### config.mk
export PLATFORM = sky130hd
export DESIGN_NAME = load_store_unit
export DESIGN_NICKNAME = d
export VERILOG_FILES = /design/src/rtl/lsu_pkg.sv /design/src/rtl/load_store_unit_check.sv /design/src/rtl/load_store_unit.sv
export SDC_FILE = /design/constraint.sdc
export NUM_CORES = 1
export LEC_CHECK = 0
export CORE_UTILIZATION = 30
export CTS_BUF_LIST = sky130_fd_sc_hd__clkbuf_2
export CTS_CLUSTER_SIZE = 14
export DETAILED_ROUTE_END_ITERATION = 10
export SLEW_MARGIN = 20
export SYNTH_ARGS = -nofsm -noshare
export SYNTH_HDL_FRONTEND = slang
export SYNTH_SLANG_ARGS = --single-unit
### constraint.sdc
create_clock -name clk -period 5.6 [get_ports clk]
set_clock_uncertainty 0.15 [all_clocks]
set_input_delay 0.84 -clock clk [delete_from_list [all_inputs] [get_ports clk]]
set_output_delay 0.84 -clock clk [all_outputs]
set_load 0.05 [all_outputs]
### src/rtl/lsu_pkg.sv
// Shared encodings for the load/store unit.
// DMCtrl sizes, response error codes and FSM states.
package lsu_pkg;

    localparam logic [2:0] DM_B  = 3'b000;
    localparam logic [2:0] DM_H  = 3'b001;
    localparam logic [2:0] DM_W  = 3'b010;
    localparam logic [2:0] DM_BU = 3'b100;
    localparam logic [2:0] DM_HU = 3'b101;

    localparam logic [1:0] ERR_OK       = 2'b00;
    localparam logic [1:0] ERR_MISALIGN = 2'b01;
    localparam logic [1:0] ERR_RANGE    = 2'b10;
    localparam logic [1:0] ERR_FUNCT3   = 2'b11;

    typedef enum logic [1:0] {
        ST_IDLE   = 2'b00,
        ST_ACCESS = 2'b01,
        ST_RESP   = 2'b10
    } state_t;

endpackage

### src/rtl/load_store_unit_check.sv
// Request legality check for the load/store unit.
// Purely combinational: (we, funct3, addr) -> error code.
module lsu_check
    import lsu_pkg::*;
#(
    parameter int DM_DEPTH = 4096
) (
    input  logic        we,
    input  logic [2:0]  funct3,
    input  logic [31:0] addr,
    output logic [1:0]  err
);

    logic [2:0]  size;
    logic        legal;
    logic        misaligned;
    logic        out_of_range;
    logic [32:0] last_byte;

    // Decode access size, then apply faults in priority order
    always_comb begin
        size  = 3'd1;
        legal = 1'b1;
        unique case (funct3)
            DM_B, DM_BU: size = 3'd1;
            DM_H, DM_HU: size = 3'd2;
            DM_W:        size = 3'd4;
            default: begin
                size  = 3'd1;
                legal = 1'b0;
            end
        endcase
        // Unsigned variants have no meaning for stores
        if (we && funct3[2]) begin
            legal = 1'b0;
        end
        misaligned = ((size == 3'd2) && addr[0]) ||
                     ((size == 3'd4) && (addr[1:0] != 2'b00));
        // 33-bit sum so an access near 2^32 cannot wrap into range
        last_byte    = {1'b0, addr} + {30'b0, size} - 33'd1;
        out_of_range = (last_byte >= 33'(DM_DEPTH));
        if (!legal) begin
            err = ERR_FUNCT3;
        end else if (misaligned) begin
            err = ERR_MISALIGN;
        end else if (out_of_range) begin
            err = ERR_RANGE;
        end else begin
            err = ERR_OK;
        end
    end

endmodule

### src/rtl/load_store_unit.sv
// Load/store unit between the core and the byte-addressed data memory.
// One request at a time; memory port held for ACCESS_CYCLES cycles.
module load_store_unit
    import lsu_pkg::*;
#(
    parameter int DM_DEPTH      = 4096,
    parameter int ACCESS_CYCLES = 1
) (
    input  logic        clk,
    input  logic        rst,
    input  logic        req_valid,
    output logic        req_ready,
    input  logic        req_we,
    input  logic [2:0]  req_funct3,
    input  logic [31:0] req_addr,
    input  logic [31:0] req_wdata,
    output logic        rsp_valid,
    input  logic        rsp_ready,
    output logic [31:0] rsp_rdata,
    output logic [1:0]  rsp_err,
    output logic [31:0] dm_addr,
    output logic [31:0] dm_wdata,
    output logic [2:0]  dm_ctrl,
    output logic        dm_wr_enable,
    input  logic [31:0] dm_rdata
);

    localparam logic [3:0] CNT_INIT = 4'(ACCESS_CYCLES - 1);

    state_t      state;
    state_t      state_next;
    logic [3:0]  cnt;
    logic        lat_we;
    logic [2:0]  lat_funct3;
    logic [1:0]  chk_err;
    logic        accept;
    logic        last_cycle;

    lsu_check #(
        .DM_DEPTH (DM_DEPTH)
    ) u_check (
        .we     (req_we),
        .funct3 (req_funct3),
        .addr   (req_addr),
        .err    (chk_err)
    );

    // State register
    always_ff @(posedge clk) begin
        if (rst) begin
            state <= ST_IDLE;
        end else begin
            state <= state_next;
        end
    end

    // Next-state logic and handshake outputs
    always_comb begin
        state_next = state;
        req_ready  = 1'b0;
        rsp_valid  = 1'b0;
        accept     = 1'b0;
        case (state)
            ST_IDLE: begin
                req_ready = 1'b1;
                if (req_valid) begin
                    accept = 1'b1;
                    if (chk_err != ERR_OK) begin
                        state_next = ST_RESP;
                    end else begin
                        state_next = ST_ACCESS;
                    end
                end
            end
            ST_ACCESS: begin
                if (cnt == 4'd0) begin
                    state_next = ST_RESP;
                end
            end
            ST_RESP: begin
                rsp_valid = 1'b1;
                if (rsp_ready) begin
                    state_next = ST_IDLE;
                end
            end
            default: state_next = ST_IDLE;
        endcase
    end

    // Memory port: real control only in ACCESS, otherwise a harmless word read
    always_comb begin
        last_cycle   = (state == ST_ACCESS) && (cnt == 4'd0);
        dm_wr_enable = last_cycle && lat_we && !rst;
        dm_ctrl      = (state == ST_ACCESS) ? lat_funct3 : DM_W;
    end

    // Request latch, access counter and response registers
    always_ff @(posedge clk) begin
        if (rst) begin
            cnt        <= 4'd0;
            lat_we     <= 1'b0;
            lat_funct3 <= DM_W;
            dm_addr    <= 32'h0;
            dm_wdata   <= 32'h0;
            rsp_rdata  <= 32'h0;
            rsp_err    <= ERR_OK;
        end else if (accept) begin
            lat_we     <= req_we;
            lat_funct3 <= req_funct3;
            cnt        <= CNT_INIT;
            rsp_err    <= chk_err;
            rsp_rdata  <= 32'h0;
            // Faulting requests never reach the memory port
            if (chk_err == ERR_OK) begin
                dm_addr  <= req_addr;
                dm_wdata <= req_wdata;
            end
        end else if (state == ST_ACCESS) begin
            if (cnt != 4'd0) begin
                cnt <= cnt - 4'd1;
            end else if (!lat_we) begin
                rsp_rdata <= dm_rdata;
            end
        end
    end

endmodule

Yosys cells after proc, flatten, opt, wreduce, memory -nomap -nowiden

Cells that the tools add are included.

Multiplexer cells: 16
Add/subtract/negate cells: 3
Shifts and indexed selects: 0
Reduce and logical (&&, ||, !) cells: 22
Div/mod/pow operators: 0
Order comparisons: 1
Multiply operators: 0
Bitwise gates (word level): 2
Equality and inequality tests: 11

Operator list:

| kind                    | count |
|---|---|
| $add A32 B3 Y33         | 1 |
| $ge A33 B13 Y1 const B  | 1 |
| $sub A33 B1 Y33 const B | 1 |
| $mux W2                 | 7 |
| $eq A3 B3 Y1 const B    | 3 |
| $eq A3 B2 Y1 const B    | 2 |
| $logic_and A1 B1 Y1     | 6 |
| $mux W1                 | 6 |
| $pmux W2 S3             | 1 |
| $pmux W3 S2             | 1 |
| $reduce_and A3 Y1       | 2 |
| $reduce_or A5 Y1        | 1 |
| $logic_not A2 Y1        | 2 |
| $logic_not A4 Y1        | 1 |
| $ne A2 B2 Y1 const B    | 2 |
| $reduce_and A2 Y1       | 2 |
| $reduce_bool A2 Y1      | 2 |
| $reduce_bool A4 Y1      | 1 |
| $reduce_or A2 Y1        | 2 |
| $sub A4 B1 Y4 const B   | 1 |
| $eq A3 B1 Y1 const B    | 1 |
| $logic_not A3 Y1        | 1 |
| $mux W3                 | 1 |
| $eq A2 B1 Y1 const B    | 1 |
| other kinds (5)         | 6 |

Memories kept: 0
ROM bits: 0
Memory bits (writable): 0
Output and inout bits: 104
Latch bits: 0
Flip-flop bits (word level): 108
Logic and storage cells: 63
Input port bits: 104

Logic depth before layout (Yosys ltp)

Gate-level depths: netlist of the first run.

Depth after elaboration: 13
Depth in mapped cells: 20
Gate-level depth less buffers: 17

By module

From an unflattened synthesis of the first run, not the netlist that was laid out.

Cells, all modules: 810
Area total of the unflattened synthesis: 6299.8 sq um

Modules (own cells, without submodules):

| module          | sequential area each (sq um) | instances | area an instance (sq um) | cells an instance |
|---|---|---|---|---|
| load_store_unit | 2162.1                       | 1         | 4342.9                   | 508 |
| lsu_check       | 0.0                          | 1         | 1956.9                   | 302 |

Worst setup path before layout of the first run

OpenSTA, ideal clock, no wires.

Path type: input -> register
Start point: in req_funct3[1]
End point: reg dm_wdata[4]
Stages on the path: 17
Path slack: 1.406 ns
Path buffers: 2
Arrival: 3.912 ns
Required time: 5.318 ns
Library setup time: 0.132 ns
Cells stage by stage: nand2b_1 -> ha_1 -> inv_1 -> ha_1 -> inv_1 -> fa_1 -> nand2b_1 -> a21oi_1 -> o311a_1 -> nor4_2 -> o31ai_1 -> xor2_1 -> or4_1 -> buf_4 -> buf_6 -> o21ai_1 -> a21oi_1

Word-level cells in the longest chain between the ends: 11
Elaborated cells on any way between the ends: 23
Those cells by class: add/sub: 2; order compare: 1; eq/ne: 6; mux: 6; reduce/logical: 8

RTL lines:

| element                                      | RTL line                    | source |
|---|---|---|
| start: declaration                           | load_store_unit.sv:14       | `input logic [2:0] req_funct3,` |
| $eq A3 B1 Y1 or $eq A3 B3 Y1 (tied branches) | load_store_unit_check.sv:24 | `unique case (funct3)` |
| $reduce_or A2 Y1                             | load_store_unit_check.sv:24 |  |
| $pmux W3 S2                                  | load_store_unit_check.sv:24 |  |
| $add A32 B3 Y33                              | load_store_unit_check.sv:40 | `last_byte = {1'b0, addr} + {30'b0, size} - 33'd1;` |
| $sub A33 B1 Y33                              | load_store_unit_check.sv:40 |  |
| $ge A33 B13 Y1                               | load_store_unit_check.sv:41 | `out_of_range = (last_byte >= 33'(DM_DEPTH));` |
| $mux W2                                      | load_store_unit_check.sv:46 | `end else if (out_of_range) begin` |
| $mux W2                                      | load_store_unit_check.sv:44 | `end else if (misaligned) begin` |
| $mux W2 (*)                                  | load_store_unit_check.sv:42 | `if (!legal) begin` |
| $logic_not A2 Y1 (*)                         | load_store_unit.sv:114      | `if (chk_err == ERR_OK) begin` |
| $reduce_and A2 Y1 (no source line) (*)       | n/a                         |  |
| end signal: assignment                       | load_store_unit.sv:116      | `dm_wdata <= req_wdata;` |
| end: declaration                             | load_store_unit.sv:22       | `output logic [31:0] dm_wdata,` |

Mark *: on every way between the ends. The rest lies on a longest branch, timed or not.
A chain may end at the register's enable or synchronous reset.

Final worst setup path of the first run

Start point: in req_funct3[0]
End point: reg dm_addr[10]

Word-level cells in the longest chain between the ends: 11
Elaborated cells on any way between the ends: 23
Those cells by class: add/sub: 2; order compare: 1; eq/ne: 6; mux: 6; reduce/logical: 8

RTL lines:

| element                                      | RTL line                    | source |
|---|---|---|
| $eq A3 B1 Y1 or $eq A3 B3 Y1 (tied branches) | load_store_unit_check.sv:24 |  |
| $reduce_or A2 Y1                             | load_store_unit_check.sv:24 |  |
| $pmux W3 S2                                  | load_store_unit_check.sv:24 |  |
| $add A32 B3 Y33                              | load_store_unit_check.sv:40 |  |
| $sub A33 B1 Y33                              | load_store_unit_check.sv:40 |  |
| $ge A33 B13 Y1                               | load_store_unit_check.sv:41 |  |
| $mux W2                                      | load_store_unit_check.sv:46 |  |
| $mux W2                                      | load_store_unit_check.sv:44 |  |
| $mux W2 (*)                                  | load_store_unit_check.sv:42 |  |
| $logic_not A2 Y1 (*)                         | load_store_unit.sv:114      |  |
| $reduce_and A2 Y1 (no source line) (*)       | n/a                         |  |
| end signal: assignment                       | load_store_unit.sv:115      | `dm_addr <= req_addr;` |
| end: declaration                             | load_store_unit.sv:21       | `output logic [31:0] dm_addr,` |

Marked as above.

==> results.cfg, run 1 <==
[detailed_routing]
vias = 7283
ant_nets = 0
totalWireLength_um = 23540
avgRoutedWirePerCell_um = 17.53
vias_per_cell = 5.423
dr.pass1.iters = 5
drt-initial-drc-count = 405
drc = 0

[setup_path]
cp-start-kind = input port
required_ps = 5990
critPathArrivalTime_ps = 5320
crit_type = in -> reg
path_max_fanout = 54
worstSetupEndpointType = flip-flop

[clocking]
cts-buffers-inserted = 9
postCtsSetupRepairBufs = 0
ctsHoldBuffers = 0
ctsResizeCount = 0
path_clk_slew_ps = 310
clkLatencyLatePin_ps = 630
clock_path_buffers = 2
cts.root.buffer_cell = clkbuf_2
htreeDepth = 3
cts.sinks = 108
cts_tree = yes

[die]
io_pins = 208
rows = 54
fp.dieH_um = 151.4
core_um2 = 21820
die_x_um = 151.4
die_area_um2 = 22910
start_util_pct = 30.67

[synthesis]
avgSynthCellArea_um2 = 7.469
synthesis.area_um2 = 6693
syn_nets = 1036
netlist_instances = 896
ys_seq_elements = 108
ys_types = 68
async_flop_share_pct = 0
synth_edf_count = 0
ys_seq_area_share_pct = 32.31
synthFlopType = dfxtp_1
yosys_warnings = 0

[layout]
drive_gt1_share_pct = 4.610
final_core_util_pct = 41.36
fill_cells = 2258
antenna_cells = 0
syn2layout_area_growth_pct = 34.87
stdcell_area_um2 = 9026
finalNetCount = 1198

[timing]
fmax_mhz = 202.9
rsz0062_at_grt = no
timing.final.max_slew_violations = 0
worst_pin_slew_ps = 1030
max_slew_margin_pct = 30.78
setup_tns_ps = 0
setup_viol = 0
period_needed_ps = 4927
finalCritPeriodShare_pct = 87.99
hold_viol_final = 0

[power_and_ir_drop]
cellPowerDensity_nw_per_um2 = 174.3
power.total_mw = 1.574
p_comb_share_pct = 27.8
leakagePower_nw = 3.123
p_int_mw = 1.023
p_seq_share_pct = 49.5
clkPwrFrac_pct = 22.7
vdd_drop_max_mv = 0.08204
p_sw_mw = 0.5505
switching_share_pct = 34.99

[global_routing]
grt_pass1_vias = 6672
grt-ovfl-total = 0
grt_util_all_layers_pct = 20.10
grt_start_max_net_pins = 74
grt_pass1_wl_um = 36200
antenna_found_initial = 0

[worst_hold_path]
hold_path_class = reg -> reg

[status]
status = completed

[job]
drv_cap = 0

[placed_design]
finalWeightedCongestion = 0.9432
place_area_um2 = 8924
numPortBuffers = 207
dpl.hpwl_um = 17010
[critical path, cell delays in order]
cell and delay (ps):
clkdlybuf4s50_1 510, nor2_1 70, nand2_1 140, nand2_1 100, ha_1 180, inv_1 50
ha_1 160, inv_1 50, fa_1 360, nand2b_1 150, a21oi_1 480, o311a_1 340
nor4_2 90, o31ai_1 330, xor2_1 200, or4_2 730, buf_12 230, o21ai_1 180
a21oi_1 80
[cells in the mapped netlist, drive strengths merged, types with 6 or more instances]
master	instances	area (um2)
o211ai	13	97.59
ha	35	437.9
a21oi	133	669.4
or3	6	37.54
clkbuf	45	172.7
nor3	18	90.09
inv	52	195.2
dfxtp	108	2162
a211oi	13	97.59
o21a	7	52.55
nor2	44	165.2
nand4	84	538.0
o21ai	92	460.5
buf	28	197.7
nand3	7	35.03
nand2	101	379.1
nand2b	8	50.05
mux2i	6	60.06
[through the flow]
step | setup slack [ps] | cells | hold WS, ps
final | 672.6 | 1343 | 320.7
after global routing | 361.9 | 1343 | 337.2
after CTS | 790.4 | 1343 | 321.6
after detailed placement | 37.73 | 1327 | 295.4
after global placement | 43.14 | 1327 | 291.6
after floorplan | 1406 | 896 | 301.5
[registers in the layout, summed over array words and instances (netlist names)]
register,cells
cnt,4
dm_addr,32
dm_wdata,32
lat_funct3,3
lat_we,1
rsp_err,2
rsp_rdata,32
state,2
[kinds of logic after synthesis]
kind of cell | Yosys count | synth area share [%]
DFF | 108 | 32.31
xor gates and xnor gates | 7 | 0.9161
buffers and inverters | 125 | 8.450
AOI/OAI and AO/OA | 309 | 26.87
muxes | 7 | 1.066
adders and majority gates | 36 | 6.842
and+or+nand+nor | 304 | 23.56
[final cells by class]
type / count / area, um2 / area share (%)
clock buffers: 9 / 45.04 / 0.4990
clock inverters: 7 / 57.56 / 0.6376
inverters: 52 / 195.2 / 2.162
multi-input cells: 663 / 3984 / 44.14
flip-flops and latches: 108 / 2162 / 23.95
well taps: 280 / 350.3 / 3.881
repair buffers: 224 / 2232 / 24.73
[metal layers]
| layer | GRT usage (%) | share of wire (%) | vias up |
|---|---|---|---|
| met1 | 27.56 | 46 | 3352 |
| met5 | 0 | 0 | - |
| met2 | 29.77 | 43 | 295 |
| met3 | 5.482 | 8.1 | 32 |
| met4 | 7.300 | 2.5 | 0 |
| li1 | - | - | 3604 |
[path summary, 6_finish.rpt]
path	start	to	slack (ps)	cells after the start
worst max-delay path	req_funct3[0]	dm_addr[10]	670	19
worst max register to register	state[1]	cnt[2]	3250	3
worst min register to register	rsp_rdata[10]	rsp_rdata[10]	320	2
worst min-delay path	rsp_rdata[10]	rsp_rdata[10]	320	2
[power groups by stage]
stage / clock network, mW / registers [mW] / logic (mW)
3_3_place_gp: 0 / 0.792 / 0.432
2_1_floorplan: 0 / 0.795 / 0.256
3_5_place_dp: 0 / 0.792 / 0.430
5_1_grt: 0.409 / 0.781 / 0.476
6_report: 0.356 / 0.779 / 0.438
4_1_cts: 0.379 / 0.779 / 0.433
[cell usage in the layout, fill, tap and decap left out, types with 4 or more instances in the layout]
| master | Yosys | layout |
|---|---|---|
| a211oi_1 | 13 | 13 |
| a21o_1 | 5 | 5 |
| a21oi_1 | 132 | 132 |
| a31oi_1 | 5 | 5 |
| and2_1 | 4 | 4 |
| and4_1 | 4 | 4 |
| buf_4 | 8 | 14 |
| clkbuf_2 | 0 | 9 |
| clkdlybuf4s50_1 | 0 | 206 |
| dfxtp_1 | 108 | 108 |
| ha_1 | 35 | 35 |
| inv_1 | 52 | 52 |
| mux2i_1 | 6 | 6 |
| nand2_1 | 101 | 101 |
| nand2b_1 | 8 | 8 |
| nand3_1 | 7 | 7 |
| nand4_1 | 82 | 82 |
| nor2_1 | 44 | 43 |
| nor2b_1 | 5 | 5 |
| nor3_1 | 18 | 17 |
| o211ai_1 | 13 | 13 |
| o21a_1 | 7 | 7 |
| o21ai_0 | 22 | 22 |
| o21ai_1 | 70 | 70 |
| o21bai_1 | 4 | 4 |
| o31ai_1 | 5 | 5 |
| or3_1 | 6 | 6 |
| or4_1 | 5 | 4 |
| xnor2_1 | 4 | 4 |
No activity file was read; power rests on OpenSTA's default activity.
==> run 2: changes to the inputs <==
- ABC_AREA: default -> 1
- PLACE_DENSITY_LB_ADDON: default -> 0.25
==> results.cfg, run 2 <==
[status]
status = completed

[timing]
rsz0062_at_grt = no
max_slew_margin_pct = 37.25
setup_slack_ps = 1636
worst_pin_slew_ps = 940.3
setup_viol = 0
fmax_mhz = 252.3
period_needed_ps = 3964
hold_viol_final = 0
setup_tns_ps = 0
timing.final.max_slew_violations = 0
finalCritPeriodShare_pct = 70.78

[synthesis]
netlist_instances = 1192
yosys_warnings = 0
synth_top_area_cell = dfxtp_1
synthesis.area_um2 = 6859
synthFlopType = dfxtp_1
ys_types = 29
yosysMostFrequentCell = nand2_1
synth_edf_count = 0
ys_seq_area_share_pct = 31.52
synth_top_area_share_pct = 31.52
synth_top_cells_by_count = 380 x nand2_1, 254 x nor2_1, 231 x inv_1, 108 x dfxtp_1, 44 x o21ai_0
async_flop_share_pct = 0
synth_area_leaders = dfxtp_1 32%, nand2_1 21%, nor2_1 14%
avgSynthCellArea_um2 = 5.754
ys_seq_elements = 108
syn_nets = 1332

[global_routing]
grt_start_max_net_pins = 85
grt_pass1_vias = 6907
antenna_found_initial = 0
grt-ovfl-total = 0
grt_pass1_wl_um = 34250
grt_util_all_layers_pct = 18.21

[placed_design]
place_area_um2 = 9155
dp_cells = 1653
place_ws_ps = 914.2
finalWeightedCongestion = 0.9177
dpl.hpwl_um = 16510
numPortBuffers = 207

[clocking]
ctsResizeCount = 0
htreeDepth = 3
clock_path_buffers = 2
cts.root.buffer_cell = clkbuf_2
ctsHoldBuffers = 0
cts_tree = yes
cts.sinks = 108
postCtsSetupRepairBufs = 0
cts-buffers-inserted = 9
path_clk_slew_ps = 340
clkLatencyLatePin_ps = 650

[setup_path]
crit_slowest_cell = buf_4
path_max_fanout = 84
r2r_cells = 10
cp.depth = 26
crit_path_max_incr_delay_ps = 640
crit_type = in -> reg
cpMostUsedCell = nand2_1
critPathArrivalTime_ps = 4420
required_ps = 6060
crit_family = simple AND/OR/NAND/NOR gates
cp-start-kind = input port
critical_path_buf_inv_count = 5
worstSetupEndpointType = flip-flop

[power_and_ir_drop]
leakagePower_nw = 4.903
vdd_drop_max_mv = 0.09870
cellPowerDensity_nw_per_um2 = 170.1
power.total_mw = 1.580

[layout]
top_regs = dm_addr: 32 flops, dm_wdata: 32 flops, rsp_rdata: 32 flops
regArea_um2 = 2162
multiInputGateArea_um2 = 3647
stdcell_area_um2 = 9291
drive_gt1_share_pct = 2.520
final_cell_mix = 380 x nand2_1, 254 x nor2_1, 231 x inv_1
layout_commonest_cell = nand2_1
syn2layout_area_growth_pct = 35.46
fill_cells = 2356
antenna_cells = 0
finalNetCount = 1524
finalNonFillerCells = 1669

[detailed_routing]
drc = 0
dr.pass1.iters = 5
ant_nets = 0
met2WireLength_um = 9681
met1Wirelength_um = 9296
vias_per_cell = 4.346
highest_layer = met4
vias = 7253
drt-initial-drc-count = 299
avgRoutedWirePerCell_um = 12.62
routed-wl-met3_um = 1887
totalWireLength_um = 21070

[die]
fp.dieH_um = 153.2
io_pins = 208
rows = 54
start_util_pct = 31.05
core_um2 = 22090
die_x_um = 153.2
die_area_um2 = 23470

[job]
drv_cap = 0

[worst_hold_path]
worstHoldPathCells = 2
hold_path_class = reg -> reg
## run 2: changes by cell type after synthesis, sizes merged, moves of 15 or more
cell	delta
nand2	+279
nor2	+216
inv	+182
a21oi	-106
nand4	-78
o21ai	-48
nand3	+29
clkbuf	-27
buf	-15
## run 2: report_power, final
part | leakage, nW | internal (mW) | total [mW] | switching (mW)
clock | 0.0785 | 0.0833 | 0.416 | 0.333
sequential | 0.871 | 0.778 | 0.780 | 0.00204
combinational | 3.95 | 0.159 | 0.384 | 0.225
## run 2: path summary, 6_finish.rpt
path / startpoint / to / slack, ps
setup / recovery: req_funct3[0] / dm_wdata[14] / 1640
hold / removal: lat_funct3[0] / lat_funct3[0] / 320
setup reg to reg: cnt[1] / rsp_rdata[0] / 3200
hold reg to reg: lat_funct3[0] / lat_funct3[0] / 320
## run 2: metrics by stage
| step | util [%] | hold slack, ps |
|---|---|---|
| after floorplan | - | 280.2 |
| after global placement | 41.44 | 291.0 |
| after detailed placement | 41.44 | 296.6 |
| after CTS | 42.05 | 322.7 |
| after global routing | 42.05 | 350.3 |
| final | 42.05 | 320.5 |
## run 2: metal layers
metal	vias up	GRT usage (%)
li1	3898	-
met1	3155	21.49
met2	186	30.92
met3	14	7.428
met4	0	3.559
met5	-	0
## run 2: final cells by class
class	count	share of cell area [%]
multi-input cells	817	39.25
flip-flops and latches	108	23.27
repair buffers	212	22.70
inverters	236	9.534
well taps	280	3.771
clock inverters	7	0.9830
clock buffers	9	0.4848
## run 2: kinds of logic after synthesis
logic type,count (synthesis),share of synthesized area (%)
AOI/OAI and AO/OA,76,5.764
xor gates and xnor gates,1,0.1277
adders and majority gates,36,6.676
buffers and inverters,267,15.49
DFF,108,31.52
and+or+nand+nor,704,40.42
## run 2: worst min-delay path: stages, from the launching register on
cell and delay [ps]:
dfxtp_1 380, inv_1 60, a21oi_1 50
